$ cat src/rtl/data_mem_arbiter_if.sv
// Two-requester data_mem port bundle: requester side (master) and arbiter side (slave).
// Carries both request ports, their read-return paths and the shared memory port.
interface data_mem_arbiter_if #(
  parameter int ADDRESS_WIDTH = 17,
  parameter int DATA_WIDTH    = 32
);
  logic                     req0;
  logic                     req1;
  logic [3:0]               be0;
  logic [3:0]               be1;
  logic [ADDRESS_WIDTH-1:0] addr0;
  logic [ADDRESS_WIDTH-1:0] addr1;
  logic [DATA_WIDTH-1:0]    wdata0;
  logic [DATA_WIDTH-1:0]    wdata1;
  logic                     gnt0;
  logic                     gnt1;
  logic                     rvalid0;
  logic                     rvalid1;
  logic [DATA_WIDTH-1:0]    rdata0;
  logic [DATA_WIDTH-1:0]    rdata1;
  logic [ADDRESS_WIDTH-1:0] mem_a;
  logic [DATA_WIDTH-1:0]    mem_wd;
  logic [3:0]               mem_we;
  logic [DATA_WIDTH-1:0]    mem_rd;

  modport master (
    output req0, req1, be0, be1, addr0, addr1, wdata0, wdata1, mem_rd,
    input  gnt0, gnt1, rvalid0, rvalid1, rdata0, rdata1, mem_a, mem_wd, mem_we
  );

  modport slave (
    input  req0, req1, be0, be1, addr0, addr1, wdata0, wdata1, mem_rd,
    output gnt0, gnt1, rvalid0, rvalid1, rdata0, rdata1, mem_a, mem_wd, mem_we
  );
endinterface

$ cat src/rtl/data_mem_arbiter.sv
// Sticky-owner, burst-capped arbiter sharing data_mem between core (port 0) and debug (port 1).
// Grant is combinational; read data returns one cycle after the read grant. Losers simply wait.
// Optional perf counters enabled by ARB_PERF_CNT_EN.
module data_mem_arbiter #(
  parameter int ADDRESS_WIDTH = 17,
  parameter int DATA_WIDTH    = 32,
  parameter int MAX_BURST     = 4
`ifdef ARB_PERF_CNT_EN
  , parameter int CNT_WIDTH   = 16
`endif
) (
  input  logic              clk,
  input  logic              rst,
  data_mem_arbiter_if.slave bus
`ifdef ARB_PERF_CNT_EN
  , output logic [CNT_WIDTH-1:0] conflict_cnt
  , output logic [CNT_WIDTH-1:0] grant_cnt0
  , output logic [CNT_WIDTH-1:0] grant_cnt1
`endif
);

  localparam int BURST_W = $clog2(MAX_BURST + 1);
  localparam logic [BURST_W-1:0] BURST_MAX = BURST_W'(MAX_BURST);
  localparam logic [BURST_W-1:0] BURST_ONE = BURST_W'(1);

  typedef enum logic [1:0] {IDLE, OWN0, OWN1} state_t;

  state_t               state_q, state_d;
  logic                 last_owner_q, last_owner_d;
  logic [BURST_W-1:0]   burst_q, burst_d;
  logic                 arb_gnt0, arb_gnt1;
  logic                 gnt0, gnt1;
  logic                 rd_req0, rd_req1;
  logic                 rvalid0_q, rvalid1_q;
  logic [DATA_WIDTH-1:0] rdata0_q, rdata1_q;

  always_ff @(posedge clk) begin
    if (rst) begin
      state_q      <= IDLE;
      last_owner_q <= 1'b1;
      burst_q      <= '0;
    end else begin
      state_q      <= state_d;
      last_owner_q <= last_owner_d;
      burst_q      <= burst_d;
    end
  end

  always_comb begin
    state_d      = state_q;
    last_owner_d = last_owner_q;
    burst_d      = burst_q;
    arb_gnt0     = 1'b0;
    arb_gnt1     = 1'b0;
    unique case (state_q)
      IDLE: begin
        // On a tie the port that did not own last wins.
        if (bus.req0 && (!bus.req1 || last_owner_q)) begin
          arb_gnt0 = 1'b1;
          state_d  = OWN0;
          burst_d  = BURST_ONE;
        end else if (bus.req1) begin
          arb_gnt1 = 1'b1;
          state_d  = OWN1;
          burst_d  = BURST_ONE;
        end
      end
      OWN0: begin
        if (bus.req0 && !(bus.req1 && burst_q == BURST_MAX)) begin
          arb_gnt0 = 1'b1;
          if (burst_q != BURST_MAX) burst_d = burst_q + BURST_ONE;
        end else if (bus.req1) begin
          arb_gnt1     = 1'b1;
          state_d      = OWN1;
          burst_d      = BURST_ONE;
          last_owner_d = 1'b0;
        end else begin
          state_d      = IDLE;
          last_owner_d = 1'b0;
        end
      end
      OWN1: begin
        if (bus.req1 && !(bus.req0 && burst_q == BURST_MAX)) begin
          arb_gnt1 = 1'b1;
          if (burst_q != BURST_MAX) burst_d = burst_q + BURST_ONE;
        end else if (bus.req0) begin
          arb_gnt0     = 1'b1;
          state_d      = OWN0;
          burst_d      = BURST_ONE;
          last_owner_d = 1'b1;
        end else begin
          state_d      = IDLE;
          last_owner_d = 1'b1;
        end
      end
      default: state_d = IDLE;
    endcase
  end

  // Reset must suppress any memory access in the same cycle, not just the next one.
  assign gnt0 = arb_gnt0 & ~rst;
  assign gnt1 = arb_gnt1 & ~rst;
  assign bus.gnt0 = gnt0;
  assign bus.gnt1 = gnt1;

  always_comb begin
    bus.mem_a  = '0;
    bus.mem_wd = '0;
    bus.mem_we = 4'b0000;
    if (gnt0) begin
      bus.mem_a  = bus.addr0;
      bus.mem_wd = bus.wdata0;
      bus.mem_we = bus.be0;
    end else if (gnt1) begin
      bus.mem_a  = bus.addr1;
      bus.mem_wd = bus.wdata1;
      bus.mem_we = bus.be1;
    end
  end

  assign rd_req0 = gnt0 && (bus.be0 == 4'b0000);
  assign rd_req1 = gnt1 && (bus.be1 == 4'b0000);

  always_ff @(posedge clk) begin
    if (rst) begin
      rvalid0_q <= 1'b0;
      rvalid1_q <= 1'b0;
      rdata0_q  <= '0;
      rdata1_q  <= '0;
    end else begin
      rvalid0_q <= rd_req0;
      rvalid1_q <= rd_req1;
      if (rd_req0) rdata0_q <= bus.mem_rd;
      if (rd_req1) rdata1_q <= bus.mem_rd;
    end
  end

  // A read granted just before reset must not surface during the reset cycle.
  assign bus.rvalid0 = rvalid0_q & ~rst;
  assign bus.rvalid1 = rvalid1_q & ~rst;
  assign bus.rdata0  = rdata0_q;
  assign bus.rdata1  = rdata1_q;

`ifdef ARB_PERF_CNT_EN
  localparam logic [CNT_WIDTH-1:0] CNT_ONE = CNT_WIDTH'(1);

  always_ff @(posedge clk) begin
    if (rst) begin
      conflict_cnt <= '0;
      grant_cnt0   <= '0;
      grant_cnt1   <= '0;
    end else begin
      if (((bus.req0 && !gnt0) || (bus.req1 && !gnt1)) && conflict_cnt != '1)
        conflict_cnt <= conflict_cnt + CNT_ONE;
      if (gnt0 && grant_cnt0 != '1) grant_cnt0 <= grant_cnt0 + CNT_ONE;
      if (gnt1 && grant_cnt1 != '1) grant_cnt1 <= grant_cnt1 + CNT_ONE;
    end
  end
`endif

endmodule
$ cat src/flat_wrapper.sv
// flat-port wrapper written by rule: the top's interface ports become plain ports
module data_mem_arbiter_flat 
#(
  parameter int ADDRESS_WIDTH = 17,
  parameter int DATA_WIDTH    = 32,
  parameter int MAX_BURST     = 4

)
  (clk, rst, bus_req0, bus_req1, bus_be0, bus_be1, bus_addr0, bus_addr1, bus_wdata0, bus_wdata1, bus_mem_rd, bus_gnt0, bus_gnt1, bus_rvalid0, bus_rvalid1, bus_rdata0, bus_rdata1, bus_mem_a, bus_mem_wd, bus_mem_we);
  data_mem_arbiter_if #(.ADDRESS_WIDTH(ADDRESS_WIDTH), .DATA_WIDTH(DATA_WIDTH)) bus_i ();
  input  logic clk;
  input  logic rst;
  input wire logic [$bits(bus_i.req0)-1:0] bus_req0;
  input wire logic [$bits(bus_i.req1)-1:0] bus_req1;
  input wire logic [$bits(bus_i.be0)-1:0] bus_be0;
  input wire logic [$bits(bus_i.be1)-1:0] bus_be1;
  input wire logic [$bits(bus_i.addr0)-1:0] bus_addr0;
  input wire logic [$bits(bus_i.addr1)-1:0] bus_addr1;
  input wire logic [$bits(bus_i.wdata0)-1:0] bus_wdata0;
  input wire logic [$bits(bus_i.wdata1)-1:0] bus_wdata1;
  input wire logic [$bits(bus_i.mem_rd)-1:0] bus_mem_rd;
  output wire logic [$bits(bus_i.gnt0)-1:0] bus_gnt0;
  output wire logic [$bits(bus_i.gnt1)-1:0] bus_gnt1;
  output wire logic [$bits(bus_i.rvalid0)-1:0] bus_rvalid0;
  output wire logic [$bits(bus_i.rvalid1)-1:0] bus_rvalid1;
  output wire logic [$bits(bus_i.rdata0)-1:0] bus_rdata0;
  output wire logic [$bits(bus_i.rdata1)-1:0] bus_rdata1;
  output wire logic [$bits(bus_i.mem_a)-1:0] bus_mem_a;
  output wire logic [$bits(bus_i.mem_wd)-1:0] bus_mem_wd;
  output wire logic [$bits(bus_i.mem_we)-1:0] bus_mem_we;
  assign bus_i.req0 = bus_req0;
  assign bus_i.req1 = bus_req1;
  assign bus_i.be0 = bus_be0;
  assign bus_i.be1 = bus_be1;
  assign bus_i.addr0 = bus_addr0;
  assign bus_i.addr1 = bus_addr1;
  assign bus_i.wdata0 = bus_wdata0;
  assign bus_i.wdata1 = bus_wdata1;
  assign bus_i.mem_rd = bus_mem_rd;
  assign bus_gnt0 = bus_i.gnt0;
  assign bus_gnt1 = bus_i.gnt1;
  assign bus_rvalid0 = bus_i.rvalid0;
  assign bus_rvalid1 = bus_i.rvalid1;
  assign bus_rdata0 = bus_i.rdata0;
  assign bus_rdata1 = bus_i.rdata1;
  assign bus_mem_a = bus_i.mem_a;
  assign bus_mem_wd = bus_i.mem_wd;
  assign bus_mem_we = bus_i.mem_we;
  data_mem_arbiter #(.ADDRESS_WIDTH(ADDRESS_WIDTH), .DATA_WIDTH(DATA_WIDTH), .MAX_BURST(MAX_BURST)) u_core (.clk(clk), .rst(rst), .bus(bus_i));
endmodule
$ cat config.mk
export PLATFORM = sky130hd
export DESIGN_NAME = data_mem_arbiter_flat
export DESIGN_NICKNAME = d
export VERILOG_FILES = /design/src/rtl/data_mem_arbiter_if.sv /design/src/rtl/data_mem_arbiter.sv /design/src/flat_wrapper.sv
export SDC_FILE = /design/constraint.sdc
export NUM_CORES = 1
export LEC_CHECK = 0
export CORE_MARGIN = 3
export CORE_UTILIZATION = 44
export DETAILED_ROUTE_END_ITERATION = 12
export PLACE_DENSITY = 0.88
export REMOVE_ABC_BUFFERS = 1
export SETUP_SLACK_MARGIN = 0.15
export SLEW_MARGIN = 20
export SYNTH_ARGS = -nofsm -noshare
export SYNTH_HDL_FRONTEND = slang
export SYNTH_SLANG_ARGS = --single-unit
$ cat constraint.sdc
create_clock -name clk -period 3.7 [get_ports clk]
set_input_delay 0.37 -clock clk [delete_from_list [all_inputs] [get_ports clk]]
set_output_delay 0.37 -clock clk [all_outputs]
set_load 0.02 [all_outputs]
==> impl_summary.log <==
[metrics] Post-synth EDFFs: 0
[metrics] antenna violations before repair: 1
[metrics] async set-reset flop share out of synthesis: 0
[metrics] synth warn: 0
[metrics] primary flip-flop cell chosen by synthesis mapping: sky130_fd_sc_hd__dfxtp_1
[metrics] transition at the pin with the smallest max-transition slack: 1041 ps
[metrics] Skew-Pair Late Insertion Delay: 330 ps
[metrics] Startpoint Class: input port
[metrics] pin count of the biggest net entering global routing: between 100 and 150
[metrics] Tot GR Track Use: 0.2940
[metrics] initial DRC count: 556
[metrics] category of the critical setup timing path: input port to primary output
[metrics] Post-Syn Area per Cell: between 7 and 8 sq um
[metrics] CTS tree: yes
[metrics] pre-CTS WS: 245.4 ps
[metrics] multi-input combinational cell area: 3142 sq um
[metrics] clock skew: 8.500 ps
[metrics] Sequential Area: 1441 sq um
[metrics] placed cells: 1023
[metrics] DR DRC count: 0
[metrics] Worst EP required: 3330 ps
[metrics] HPWL after detailed placement: 14.25 mm
[metrics] worst hold-check slack: 357.1 ps
[metrics] CTS hold repair buffers: 0
[metrics] post-route insts no fill: 1041
[metrics] number of buffers between clock root and the deepest sink: 2
[metrics] CTS clock-pin slew for the worst setup and hold paths: 60 ps
[metrics] die height: 113.6 microns
[metrics] DR WL/cell: between 15 and 20 microns
[metrics] total of endpoints with negative setup slack in the final report: 0
[metrics] maximum vdd ir drop: between 200 and 250 uV
[metrics] synthesized area: 5096 sq um
[metrics] initial core utilization: 0.4600
[metrics] number of max-slew violations in the final report: 0
[metrics] arrival time reported for the critical path endpoint: about 3100 ps
[metrics] Post-CTS Setup Repair Bufs: 0
[metrics] sequential area share after synthesis: 0.2828
[metrics] Finished Core Util: 0.7315
[metrics] ranking of synthesized cells by area: sky130_fd_sc_hd__dfxtp_1, sky130_fd_sc_hd__o32ai_1, sky130_fd_sc_hd__nand2b_1
[metrics] power density normalized to cell area: 354.3 nW/um^2
[metrics] headroom to the max-slew limit: 0.3057
[metrics] die area: 12910 sq um
[metrics] M1 GR Usage: 0.3699
[metrics] final worst path period need: 3416 ps
[metrics] mean number of vias per cell: between 5 and 6
[metrics] crit-path cells: clkdlybuf4s50_1, nor3b_2, and2_1, a21oi_4, buf_12, o32ai_1, clkdlybuf4s50_1
[metrics] worst setup slack after layout: 283.7 ps
[metrics] total core area: 11080 sq um
[metrics] unrepaired setup endpoints after global routing: false
[metrics] Max-Cap Viols: 0
[metrics] final hold violation count: 0
[metrics] dominant cell type by count on the critical path: sky130_fd_sc_hd__clkdlybuf4s50_1
[metrics] DR pass1 iterations: 6
[metrics] maximum single-stage delay on the critical path: 690 ps
[metrics] run status: complete, no violations
[metrics] type of destination of the critical path: primary output
[metrics] clock root buffer: sky130_fd_sc_hd__clkbuf_16
[metrics] Placer Congestion: just over 1
[metrics] layout cells sized above 1: 0.05111
[metrics] highest attainable clock frequency: approximately 0.29 GHz
[metrics] Worst Path Max Fanout: 45
[metrics] number of sinks driven by the clock tree: 72
[metrics] number of vias in the routed layout: 5947
[metrics] Cells after Synth: 677
[metrics] layer with the highest usage: met2
[metrics] total grt overflow: 0
[metrics] crit share post-route: 0.9233
[metrics] number of nets in the layout: approximately 1000
[metrics] fillcell total: around 830
[metrics] placed standard-cell area: 7721 sq um
[metrics] count of port buffers added during placement: between 200 and 300
[metrics] global-route met3 utilization: 0.08806
[metrics] M2 GR Usage: 0.4998
[metrics] post-synth top area share: 0.2828
[metrics] final total negative setup slack: 0 ps
[metrics] IO Pins: 263
[metrics] row cnt: 38
[metrics] PnR Total Power: 2.871 mW
[metrics] wire length of the first global-routing pass: slightly above 30 mm
[metrics] leakage component of the power: 3.332 nW
[metrics] flop and latch count out of synthesis: 72
[metrics] area growth from synthesis to layout: 59.02%
[metrics] hold crit path type: input port to flip-flop
[metrics] number of global-route vias before repair: 5745
[metrics] Clock H-tree levels: 3
[metrics] Inserted Clock Buffers: 9
[metrics] DRT Wirelength: 19.76 mm
[metrics] die boundary width: 113.6 microns
[metrics] Post-DRT Antenna Nets: 0
[metrics] number of distinct library cell variants in the gate-level netlist after synthesis: 45
[metrics] post-route standard cell area excluding fillers: about 8000 sq um
[metrics] Yosys top cell by area: sky130_fd_sc_hd__dfxtp_1
[metrics] critical-path cell with the highest stage delay: sky130_fd_sc_hd__clkdlybuf4s50_1
-- report_power, final --
part | total (mW) | leakage (nW) | switching, mW | internal [mW]
clock network | 1.00 | 0.163 | 0.338 | 0.662
logic | 1.04 | 2.59 | 0.553 | 0.488
registers | 0.831 | 0.582 | 0.0239 | 0.807
-- Yosys cell counts (2+ instances only) --
| cell | number |
|---|---|
| sky130_fd_sc_hd__buf_4 | 5 |
| sky130_fd_sc_hd__mux2i_1 | 34 |
| sky130_fd_sc_hd__inv_1 | 61 |
| sky130_fd_sc_hd__clkbuf_1 | 44 |
| sky130_fd_sc_hd__nand3_1 | 70 |
| sky130_fd_sc_hd__and2_1 | 3 |
| sky130_fd_sc_hd__nand4_1 | 2 |
| sky130_fd_sc_hd__o22ai_1 | 4 |
| sky130_fd_sc_hd__a221o_1 | 2 |
| sky130_fd_sc_hd__a21oi_1 | 5 |
| sky130_fd_sc_hd__a31oi_1 | 2 |
| sky130_fd_sc_hd__and3_1 | 2 |
| sky130_fd_sc_hd__a22oi_1 | 33 |
| sky130_fd_sc_hd__o32ai_1 | 49 |
| sky130_fd_sc_hd__and4bb_2 | 2 |
| sky130_fd_sc_hd__nor2b_1 | 35 |
| sky130_fd_sc_hd__nand2_1 | 54 |
| sky130_fd_sc_hd__buf_2 | 16 |
| sky130_fd_sc_hd__nand2b_1 | 66 |
| sky130_fd_sc_hd__ha_1 | 7 |
| sky130_fd_sc_hd__nor2_1 | 42 |
| sky130_fd_sc_hd__o21ai_0 | 3 |
| sky130_fd_sc_hd__o211ai_1 | 36 |
| sky130_fd_sc_hd__buf_6 | 5 |
| sky130_fd_sc_hd__dfxtp_1 | 72 |
| sky130_fd_sc_hd__nand3b_1 | 2 |
| sky130_fd_sc_hd__a21boi_0 | 2 |
| sky130_fd_sc_hd__or4_1 | 2 |
-- state kept, by name, summed over array words and instances (netlist names) --
| register | count |
|---|---|
| u_core.burst_q | 3 |
| u_core.bus.rdata0 | 32 |
| u_core.bus.rdata1 | 32 |
| u_core.last_owner_q | 1 |
| u_core.rvalid0_q | 1 |
| u_core.rvalid1_q | 1 |
| u_core.state_q | 2 |
-- final cells by class --
cell class              instances  area share
diodes                          1   0.0003088
clock buffers                  10     0.02825
clock inverters                 6     0.01420
inverters                      61     0.02825
multi-input cells             474      0.3877
flip-flops and latches         72      0.1779
well taps                     140     0.02161
repair buffers                277      0.3418
-- worst max-delay path: cells and delay by family --
family,cells,cell delay (ps)
compound gates,2,400
buf+inv,3,1550
simple gates,2,710
-- final timing paths --
path                    startpoint                     to  slack [ps]  cells after the start
max                       bus_req1           bus_mem_a[9]         280                      7
min                            rst    u_core.last_owner_q         360                      2
max reg2reg      u_core.state_q[1]   u_core.bus.rdata0[3]        1030                      6
min reg2reg  u_core.bus.rdata0[22]  u_core.bus.rdata0[22]         480                      2
-- layout by cell type, fill, tap and decap left out, types with 2 or more instances in the layout --
cell / count
sky130_fd_sc_hd__o32ai_1: 49
sky130_fd_sc_hd__dfxtp_1: 72
sky130_fd_sc_hd__and2_1: 3
sky130_fd_sc_hd__inv_1: 61
sky130_fd_sc_hd__clkbuf_16: 9
sky130_fd_sc_hd__bufinv_16: 3
sky130_fd_sc_hd__and4bb_2: 2
sky130_fd_sc_hd__buf_4: 12
sky130_fd_sc_hd__a22oi_1: 33
sky130_fd_sc_hd__mux2i_1: 34
sky130_fd_sc_hd__nand3b_1: 2
sky130_fd_sc_hd__nand2_1: 54
sky130_fd_sc_hd__o22ai_1: 4
sky130_fd_sc_hd__o211ai_1: 36
sky130_fd_sc_hd__a21oi_1: 4
sky130_fd_sc_hd__buf_12: 3
sky130_fd_sc_hd__ha_1: 6
sky130_fd_sc_hd__clkdlybuf4s50_1: 260
sky130_fd_sc_hd__nand2b_1: 66
sky130_fd_sc_hd__a21boi_0: 2
sky130_fd_sc_hd__nand4_1: 2
sky130_fd_sc_hd__o21ai_0: 3
sky130_fd_sc_hd__nor2b_1: 35
sky130_fd_sc_hd__nand3_1: 69
sky130_fd_sc_hd__a31oi_1: 2
sky130_fd_sc_hd__and3_1: 2
sky130_fd_sc_hd__nor2_1: 41
-- logic make-up after synthesis --
family,share of synthesized area
multiplexers,0.06678
AO/OA/AOI/OAI,0.2296
AND/OR/NAND/NOR,0.2922
buffers and inverters,0.1115
adder cells (fa/ha/maj),0.01719
flip-flops,0.2828
-- timing repair --
action                     in CTS  in global routing
resized for setup               0                  4
pin swaps                       1                  0
setup endpoints to repair       1                 14
gates cloned                    0                  0
-- routing by layer --
| layer | vias to the layer above | wire, microns |
|---|---|---|
| met2 | 270 | 9726 |
| met4 | 2 | 438 |
| met1 | 2810 | 7935 |
| met5 | - | 17 |
| li1 | 2829 | - |
| met3 | 36 | 1646 |
(Power assumes the default switching activity.)
